File: src/rtl/sprite_rom_arbiter_pkg.sv
// Shared constants and types for the sprite ROM arbiter slice.
package sprite_pkg;

  localparam int SPRITE_ADDR_W  = 19;
  localparam int SPRITE_DATA_W  = 4;
  localparam int SPRITE_DIM     = 80;
  localparam int SPRITE_NUM_REQ = 4;

  typedef logic [$clog2(SPRITE_NUM_REQ)-1:0] req_id_t;
  typedef logic [SPRITE_DATA_W-1:0]          palette_idx_t;

endpackage

File: src/rtl/sprite_rom_arbiter_if.sv
// Requester-side bundle: level requests with packed addresses, grants and the return path.
interface sprite_rom_arbiter_if #(
  parameter int NUM_REQ = sprite_pkg::SPRITE_NUM_REQ,
  parameter int ADDR_W  = sprite_pkg::SPRITE_ADDR_W,
  parameter int DATA_W  = sprite_pkg::SPRITE_DATA_W
) ();

  logic [NUM_REQ-1:0]        req;
  logic [NUM_REQ*ADDR_W-1:0] req_addr;
  logic [NUM_REQ-1:0]        gnt;
  logic [DATA_W-1:0]         rdata;
  logic [NUM_REQ-1:0]        rvalid;

  modport master (output req, req_addr, input gnt, rdata, rvalid);
  modport slave  (input req, req_addr, output gnt, rdata, rvalid);

endinterface

File: src/rtl/sprite_rom_arbiter_rr_arbiter.sv
// Combinational round-robin picker: rotate requests so ptr sits at bit 0, take the lowest set bit.
module rr_arbiter
  import sprite_pkg::*;
#(
  parameter int N = SPRITE_NUM_REQ
) (
  input  logic [N-1:0]         req,
  input  logic [$clog2(N)-1:0] ptr,
  output logic [N-1:0]         gnt,
  output logic [$clog2(N)-1:0] gnt_id
);

  localparam int ID_W = $clog2(N);

  logic [2*N-1:0] dbl;
  logic [N-1:0]   rot;
  logic           found;
  int             off;
  int             sum;

  always_comb begin
    dbl   = {req, req} >> ptr;
    rot   = dbl[N-1:0];
    found = 1'b0;
    off   = 0;
    for (int i = 0; i < N; i++) begin
      if (!found && rot[i]) begin
        found = 1'b1;
        off   = i;
      end
    end
    // Undo the rotation to recover the absolute requester index.
    sum = int'(ptr) + off;
    if (sum >= N) sum = sum - N;
    gnt_id      = ID_W'(sum);
    gnt         = '0;
    gnt[gnt_id] = found;
  end

endmodule

File: src/rtl/sprite_rom_arbiter.sv
// Shares one synchronous sprite ROM among NUM_REQ requesters; results return two cycles after grant.
module sprite_rom_arbiter
  import sprite_pkg::*;
#(
  parameter int NUM_REQ = SPRITE_NUM_REQ,
  parameter int ADDR_W  = SPRITE_ADDR_W,
  parameter int DATA_W  = SPRITE_DATA_W
) (
  input  logic                vga_clk,
  input  logic                reset_n,
  sprite_rom_arbiter_if.slave bus,
  output logic [ADDR_W-1:0]   rom_addr,
  input  logic [DATA_W-1:0]   rom_q,
  output logic                busy
);

  localparam int ID_W = $clog2(NUM_REQ);

  logic [NUM_REQ-1:0] arb_gnt;
  logic [NUM_REQ-1:0] gnt;
  logic [ID_W-1:0]    gnt_id;
  logic               any_gnt;

  logic [ID_W-1:0]    ptr_q, ptr_d;
  logic [ADDR_W-1:0]  rom_addr_q, rom_addr_d;
  logic               s1_vld_q, s1_vld_d;
  logic [ID_W-1:0]    s1_id_q, s1_id_d;
  logic [NUM_REQ-1:0] rvalid_q, rvalid_d;
  logic [DATA_W-1:0]  rdata_q, rdata_d;

  rr_arbiter #(.N(NUM_REQ)) u_rr_arbiter (
    .req    (bus.req),
    .ptr    (ptr_q),
    .gnt    (arb_gnt),
    .gnt_id (gnt_id)
  );

  always_comb begin
    gnt        = reset_n ? arb_gnt : '0;
    any_gnt    = |gnt;
    ptr_d      = ptr_q;
    rom_addr_d = rom_addr_q;
    if (any_gnt) begin
      rom_addr_d = bus.req_addr[int'(gnt_id)*ADDR_W +: ADDR_W];
      ptr_d      = (gnt_id == ID_W'(NUM_REQ-1)) ? '0 : gnt_id + ID_W'(1);
    end
    s1_vld_d          = any_gnt;
    s1_id_d           = gnt_id;
    rvalid_d          = '0;
    rvalid_d[s1_id_q] = s1_vld_q;
    rdata_d           = rom_q;
  end

  always_ff @(posedge vga_clk) begin
    if (!reset_n) begin
      ptr_q      <= '0;
      rom_addr_q <= '0;
      s1_vld_q   <= 1'b0;
      s1_id_q    <= '0;
      rvalid_q   <= '0;
      rdata_q    <= '0;
    end else begin
      ptr_q      <= ptr_d;
      rom_addr_q <= rom_addr_d;
      s1_vld_q   <= s1_vld_d;
      s1_id_q    <= s1_id_d;
      rvalid_q   <= rvalid_d;
      rdata_q    <= rdata_d;
    end
  end

  // Idle cycles replay the last granted address so the ROM input does not toggle.
  assign rom_addr   = rom_addr_d;
  assign bus.gnt    = gnt;
  assign bus.rvalid = rvalid_q;
  assign bus.rdata  = rdata_q;
  assign busy       = s1_vld_q | (|rvalid_q);

endmodule

File: src/flat_wrapper.sv
// flat-port wrapper written by rule: the top's interface ports become plain ports
module sprite_rom_arbiter_flat import sprite_pkg::*;
#(
  parameter int NUM_REQ = SPRITE_NUM_REQ,
  parameter int ADDR_W  = SPRITE_ADDR_W,
  parameter int DATA_W  = SPRITE_DATA_W
)
  (vga_clk, reset_n, rom_addr, rom_q, busy, bus_req, bus_req_addr, bus_gnt, bus_rdata, bus_rvalid);
  sprite_rom_arbiter_if #(.NUM_REQ(NUM_REQ), .ADDR_W(ADDR_W), .DATA_W(DATA_W)) bus_i ();
  input  logic vga_clk;
  input  logic reset_n;
  output logic [ADDR_W-1:0] rom_addr;
  input  logic [DATA_W-1:0] rom_q;
  output logic busy;
  input wire logic [$bits(bus_i.req)-1:0] bus_req;
  input wire logic [$bits(bus_i.req_addr)-1:0] bus_req_addr;
  output wire logic [$bits(bus_i.gnt)-1:0] bus_gnt;
  output wire logic [$bits(bus_i.rdata)-1:0] bus_rdata;
  output wire logic [$bits(bus_i.rvalid)-1:0] bus_rvalid;
  assign bus_i.req = bus_req;
  assign bus_i.req_addr = bus_req_addr;
  assign bus_gnt = bus_i.gnt;
  assign bus_rdata = bus_i.rdata;
  assign bus_rvalid = bus_i.rvalid;
  sprite_rom_arbiter #(.NUM_REQ(NUM_REQ), .ADDR_W(ADDR_W), .DATA_W(DATA_W)) u_core (.vga_clk(vga_clk), .reset_n(reset_n), .bus(bus_i), .rom_addr(rom_addr), .rom_q(rom_q), .busy(busy));
endmodule
File: config.mk
export PLATFORM = sky130hd
export DESIGN_NAME = sprite_rom_arbiter_flat
export DESIGN_NICKNAME = d
export VERILOG_FILES = /design/src/rtl/sprite_rom_arbiter_pkg.sv /design/src/rtl/sprite_rom_arbiter_if.sv /design/src/rtl/sprite_rom_arbiter_rr_arbiter.sv /design/src/rtl/sprite_rom_arbiter.sv /design/src/flat_wrapper.sv
export SDC_FILE = /design/constraint.sdc
export NUM_CORES = 1
export LEC_CHECK = 0
export ABC_CLOCK_PERIOD_IN_PS = 4200
export BUFFER_PORTS_ARGS = -buffer_cell sky130_fd_sc_hd__buf_2
export CORE_UTILIZATION = 41
export DETAILED_ROUTE_END_ITERATION = 8
export HOLD_SLACK_MARGIN = 0.05
export PLACE_DENSITY_LB_ADDON = 0.25
export SETUP_SLACK_MARGIN = 0.02
export SLEW_MARGIN = 20
export SYNTH_ARGS = -nofsm -noshare
export SYNTH_HDL_FRONTEND = slang
export SYNTH_SLANG_ARGS = --single-unit
File: constraint.sdc
create_clock -name vga_clk -period 4.2 [get_ports vga_clk]
set_input_delay 0.42 -clock vga_clk [delete_from_list [all_inputs] [get_ports vga_clk]]
set_output_delay 0.42 -clock vga_clk [all_outputs]
set_load 0.02 [all_outputs]
== Word-level counts from Yosys, hierarchy flattened ==
Cells that the tools add are included.

* Bits of input ports: 86
* Logic and storage cells: 46
* Bits in latches: 0
* Memories: 0
* Memory bits (writable): 0
* Flip-flop bits (word level): 32
* Output and inout port bits: 32
* Bits in read-only memories: 0

* Shifts and indexed selects: 2
* $lt $le $gt $ge: 5
* Div/mod/pow operators: 0
* $add $sub $neg: 3
* Bitwise operators: 3
* Multiplexer cells: 15
* Reduce and logical (&&, ||, !) cells: 10
* Eq/ne operators: 1
* $mul: 1

{| class="wikitable"
|+ Operators with widths
! kind !! number
|-
| 76-bit by 32-bit indexed part select with 19-bit output || 1
|-
| 32-bit two-way mux || 2
|-
| 3-bit by 32-bit adder with 32-bit output || 1
|-
| 32-bit by 4-bit greater-or-equal comparator with 1-bit output (second input constant) || 1
|-
| 19-bit two-way mux || 1
|-
| 4-bit bitwise AND || 2
|-
| 4-bit OR reduction || 2
|-
| 8-bit by 2-bit >> shifter with 4-bit output || 1
|-
| 2-bit by 5-bit multiplier with 7-bit output (second input constant) || 1
|-
| 1-bit two-way mux || 7
|-
| 2-bit by 3-bit < comparator with 1-bit output (second input constant) || 2
|-
| 1-bit logical AND || 5
|-
| 1-bit demux with 2-bit select || 2
|-
| 2-bit by 1-bit greater-or-equal comparator with 1-bit output (second input constant) || 2
|-
| 2-bit two-way mux || 2
|-
| 4-bit two-way mux || 1
|-
| 1-bit logical NOT || 3
|-
| 2-bit by 1-bit adder with 2-bit output (second input constant) || 1
|-
| 2-bit == test (second input constant) || 1
|-
| 2-bit by 1-bit subtractor with 2-bit output (second input constant) || 1
|-
| 1-bit OR || 1
|}

== Longest topological paths before layout ==
* Depth after elaboration: 22
* Mapped depth: 12
* Depth with buffers taken out: 9

== By module ==
Synthesis repeated with hierarchy kept, for this count alone.

* Cells, all modules: 206
* Area, all modules: 2,021.9 µm²

{| class="wikitable"
|+ By module, submodules not included
! module !! seq. area each (µm²) !! cells each !! instances !! area each (µm²)
|-
| sprite_rom_arbiter || 640.6 || 167 || 1 || 1,750.4
|-
| rr_arbiter || 0.0 || 39 || 1 || 271.5
|}

== Worst setup path before layout ==
OpenSTA, ideal clock, no wires.

* Path type: input port to output port
* From: input bus_req[2]
* To: output rom_addr[14]
* Buffers on the path: 3
* Required time: 3,780 ps
* Stages on the path: 8
* Setup slack: 813 ps
* Data arrival time: 2,967 ps
* Cells stage by stage: buf_2 or4_1 o2111ai_1 ha_1 buf_2 clkbuf_1 mux4_1 o21ai_1

* Cells in the longest elaborated chain, start to end: 22
* Elaborated cells on any way between the ends: 29
* Those cells by class: add/sub (2); mul (1); order compare (3); shift (2); mux (12); bitwise (1); reduce/logical (8)

{| class="wikitable"
|+ RTL lines
! what !! line !! text
|-
| from (decl) || flat_wrapper.sv:15 || <nowiki>input wire logic [$bits(bus_i.req)-1:0] bus_req;</nowiki>
|-
| 8-bit by 2-bit >> shifter with 4-bit output * || sprite_rom_arbiter_rr_arbiter.sv:22 || <nowiki>dbl = {req, req} >> ptr;</nowiki>
|-
| 1-bit two-way mux || sprite_rom_arbiter_rr_arbiter.sv:27 || <nowiki>if (!found && rot[i]) begin</nowiki>
|-
| 1-bit logical NOT || sprite_rom_arbiter_rr_arbiter.sv:27 ||
|-
| 1-bit logical AND || sprite_rom_arbiter_rr_arbiter.sv:27 ||
|-
| 1-bit two-way mux || sprite_rom_arbiter_rr_arbiter.sv:27 ||
|-
| 1-bit logical NOT || sprite_rom_arbiter_rr_arbiter.sv:27 ||
|-
| 1-bit logical AND || sprite_rom_arbiter_rr_arbiter.sv:27 ||
|-
| 1-bit two-way mux || sprite_rom_arbiter_rr_arbiter.sv:27 ||
|-
| 1-bit logical NOT || sprite_rom_arbiter_rr_arbiter.sv:27 ||
|-
| 1-bit logical AND || sprite_rom_arbiter_rr_arbiter.sv:27 ||
|-
| 32-bit two-way mux * || sprite_rom_arbiter_rr_arbiter.sv:27 ||
|-
| 3-bit by 32-bit adder with 32-bit output * || sprite_rom_arbiter_rr_arbiter.sv:33 || <nowiki>sum = int'(ptr) + off;</nowiki>
|-
| 32-bit by 4-bit greater-or-equal comparator with 1-bit output / 2-bit by 1-bit subtractor with 2-bit output (equally long branches) || sprite_rom_arbiter_rr_arbiter.sv:34 || <nowiki>if (sum >= N) sum = sum - N;</nowiki>
|-
| 2-bit two-way mux * || sprite_rom_arbiter_rr_arbiter.sv:34 ||
|-
| net u_core.gnt_id[0] || sprite_rom_arbiter.sv:21 || <nowiki>logic [ID_W-1:0] gnt_id;</nowiki>
|-
| branches (longest 7 deep; another with 2-bit by 5-bit multiplier with 7-bit output) || -- ||
|-
| 19-bit two-way mux * || sprite_rom_arbiter.sv:43 || <nowiki>if (any_gnt) begin</nowiki>
|-
| to (decl) || flat_wrapper.sv:12 || <nowiki>output logic [ADDR_W-1:0] rom_addr;</nowiki>
|}

Mark *: on every way through the listed nets, which the timed path passes.

== Worst setup path after layout ==
* From: register u_core.ptr_q[0]
* To: output rom_addr[1]

* Cells in the longest elaborated chain, start to end: 22
* Elaborated cells on any way between the ends: 29
* Those cells by class: add/sub (2); mul (1); order compare (3); shift (2); mux (12); bitwise (1); reduce/logical (8)

{| class="wikitable"
|+ RTL lines
! what !! line !! text
|-
| from (decl) || sprite_rom_arbiter.sv:24 || <nowiki>logic [ID_W-1:0] ptr_q, ptr_d;</nowiki>
|-
| from (signal assigned) || sprite_rom_arbiter.sv:63 || <nowiki>ptr_q <= ptr_d;</nowiki>
|-
| branches (longest 21 deep; another with 3-bit by 32-bit adder with 32-bit output) || -- ||
|-
| 19-bit two-way mux * || sprite_rom_arbiter.sv:43 ||
|}

Mark *: on every way between the ends.

==> run summary <==
Status -> finished, final reports clean
Setup Fix Bufs, Post-CTS -> 0
Overall Power -> 2.04 mW
Synth Register Bits -> 32
Static Leak -> 1.65 nW
Vias in the first global route -> 1775
Clock slew at reported path FFs -> 0.07 ns
Post-synth top cells -> inv_1, dfxtp_1, o21ai_1, nand2_1, nand3_1
Clk root buf -> clkbuf_8
Final WL -> 4810 um
WP buf/inv -> 3
Drc violations -> 0
Dominant cell type by area after synthesis -> dfxtp_1
Worst path top cell family by delay -> flip-flops
Maxcap violations -> 0
Max-Slew Margin vs Limit -> 0.574
Final HPWL DP -> 3820 um
Min Tclk post-route -> 3.57 ns
Fin. Hold Viols -> 0
Gr ovfl total -> 0
Max stage delay on crit path -> 0.59 ns
Row count -> 26
Layout cells sized above 1 -> 0.371
Hold Crit Class -> in2reg
Period utilisation layout -> 0.850
EDFF count, synth -> 0
Slowest-stage cell, CP -> dfxtp_1
Top Ports -> 118
Yosys warns -> 0
Cells after synthesis -> 285
TritonCTS Buffers -> 5
DR pass1 iterations -> 4
Syn Area/Cell -> 7.82 um^2
Detailed Route Iter0 Violations -> 85
Worst Slack Setup Final -> 0.631 ns
Largest net degree at the start of global routing -> 43
DP Worst Slack -> 0.921 ns
H-tree depth -> 2
TritonCTS clock tree -> built
Slew Limit Fails -> 0
GRT Util Overall -> 0.167
WS Path Type -> reg2out
Synth area leaders -> dfxtp_1, inv_1, mux4_2, mux4_1, o21ai_1
Critical Path RT -> 3.78 ns
Initial Util -> 0.431
Cell variety after synth -> 38
RSZ-0062 raised after global routing -> no
Layout Cells excl Fill -> 464
Mapped Area -> 0.00223 mm^2
CP startpoint kind -> flop
Worst-path fanout max -> 13
Count of port buffers added during placement -> 117
Post-CTS sizing -> 0
Die area -> 0.00574 mm^2
Area Overhead vs Synth -> 33.2%
Sequential fraction of the synthesis area -> 0.287
Final Skew -> 0.00356 ns
Fmax -> 280 MHz
CTS Hold Bufs -> 0
Crit. End Element -> output port
Placed Instances -> 456
Most used flip-flop cell after synthesis -> dfxtp_1
Setup TNS -> 0 ns
Max IR drop VDD -> 320 uV
PwrDens -> 686 mW/mm^2
Chip Width -> 75.7 um
Core ar. -> 0.00517 mm^2
Worst skew pair latency -> 0.28 ns
Ys async rst share -> 0
Routed vias/inst -> 4.73
Critical path, cell by cell -> inv_1 -> nor3b_1 -> o21ai_0 -> o2111ai_1 -> ha_1 -> xor2_2 -> buf_12 -> mux4_1 -> o21ai_0 -> buf_2
Routed Antenna Nets -> 0
Die Ht -> 75.7 um
Antenna violations before repair -> 0
Synth top area share -> 0.287
Clk sinks -> 32
Critical Path Most Common Cell -> o21ai_0
Total number of vias -> 2193
Endpoints failing setup -> 0
Worst Tran Pin Value -> 0.639 ns
Placer congestion estimate -> 0.823
DR WL/cell -> 10.4 um
First-pass GRT wire length -> 7330 um
Leading cell type by number of instances after synthesis -> inv_1
Post-Syn Nets -> 372
Clock buffer depth -> 2
Final #Nets -> 480
# diodes -> 0
Arrival time at the worst endpoint -> 3.15 ns
-- where the power goes --
group          internal, mW  switching (mW)  total, mW
combinational         0.577           0.641       1.22
sequential            0.426          0.0776      0.503
clock                 0.209           0.107      0.316
total                  1.21           0.825       2.04
-- per-stage QoR --
stage | hold WS (ns) | cell area [um^2] | utilization
floorplan | 0.413 | 2230 | -
global placement | 0.438 | 2840 | 0.550
detailed placement | 0.443 | 2840 | 0.550
CTS | 0.344 | 2970 | 0.574
global route | 0.343 | 2970 | 0.574
finish | 0.353 | 2970 | 0.574
-- cell families (layout without fill, tap and decap cells) --
logic type	Yosys count	count (layout)	synth area share
buffers and inverters	101	210	0.183
and+or+nand+nor	75	75	0.160
AOI/OAI and AO/OA	54	54	0.144
DFF	32	32	0.287
muxes	19	19	0.205
xor gates and xnor gates	3	3	0.0152
adders and majority gates	1	1	0.00561
-- path summary, 6_finish.rpt --
| kind | startpoint | end | slack (ns) | cells after the start |
|---|---|---|---|---|
| setup reg to reg | u_core.ptr_q[0]$_SDFFE_PN0P_ | u_core.rom_addr_q[3]$_SDFF_PN0_ | 1.46 | 9 |
| hold reg to reg | u_core.s1_id_q[0]$_SDFF_PN0_ | u_core.bus.rvalid[0]$_SDFF_PN0_ | 0.45 | 1 |
| hold / removal | rom_q[1] | u_core.bus.rdata[1]$_SDFF_PN0_ | 0.35 | 2 |
| setup / recovery | u_core.ptr_q[0]$_SDFFE_PN0P_ | rom_addr[1] | 0.63 | 10 |
-- registers in the layout (all words and copies together) (netlist names) --
name               flops
u_core.rom_addr_q     19
u_core.ptr_q           2
u_core.bus.rvalid      4
u_core.s1_id_q         2
u_core.bus.rdata       4
u_core.s1_vld_q        1
-- layout by cell type, fill, tap and decap left out, drive strengths merged, types with 6 or more instances in the layout --
cell type	n
buf	121
nand2	24
clkbuf	7
dfxtp	32
nand3	19
nor2	11
mux4	19
nor3	6
o21ai	38
inv	81
-- worst register-to-register path, cell delays in order (launching register included) --
cell and delay (ns):
dfxtp_1 0.59, inv_1 0.14, nor3b_1 0.20, o21ai_0 0.11, o2111ai_1 0.14, ha_1 0.26
xor2_2 0.53, buf_12 0.23, mux4_1 0.31, o21ai_0 0.15
-- metal layers --
layer	track usage	routed length, um	vias up	part of all wire
met4	0.0370	30	0	0.0062
li1	-	-	1146	-
met5	0	0	-	0
met1	0.197	2080	967	0.43
met3	0.0450	348	5	0.072
met2	0.301	2360	75	0.49
-- cell type report --
type                            instances  area (um^2)
Tap cell                               70         87.6
Timing Repair Buffer                  121          628
Sequential cell                        32          641
Multi-Input combinational cell        152         1180
Inverter                               81          304
Clock inverter                          1         30.0
Fill cell                             504         2200
Clock buffer                            7         96.3
No activity file was read; power rests on OpenSTA's default activity.
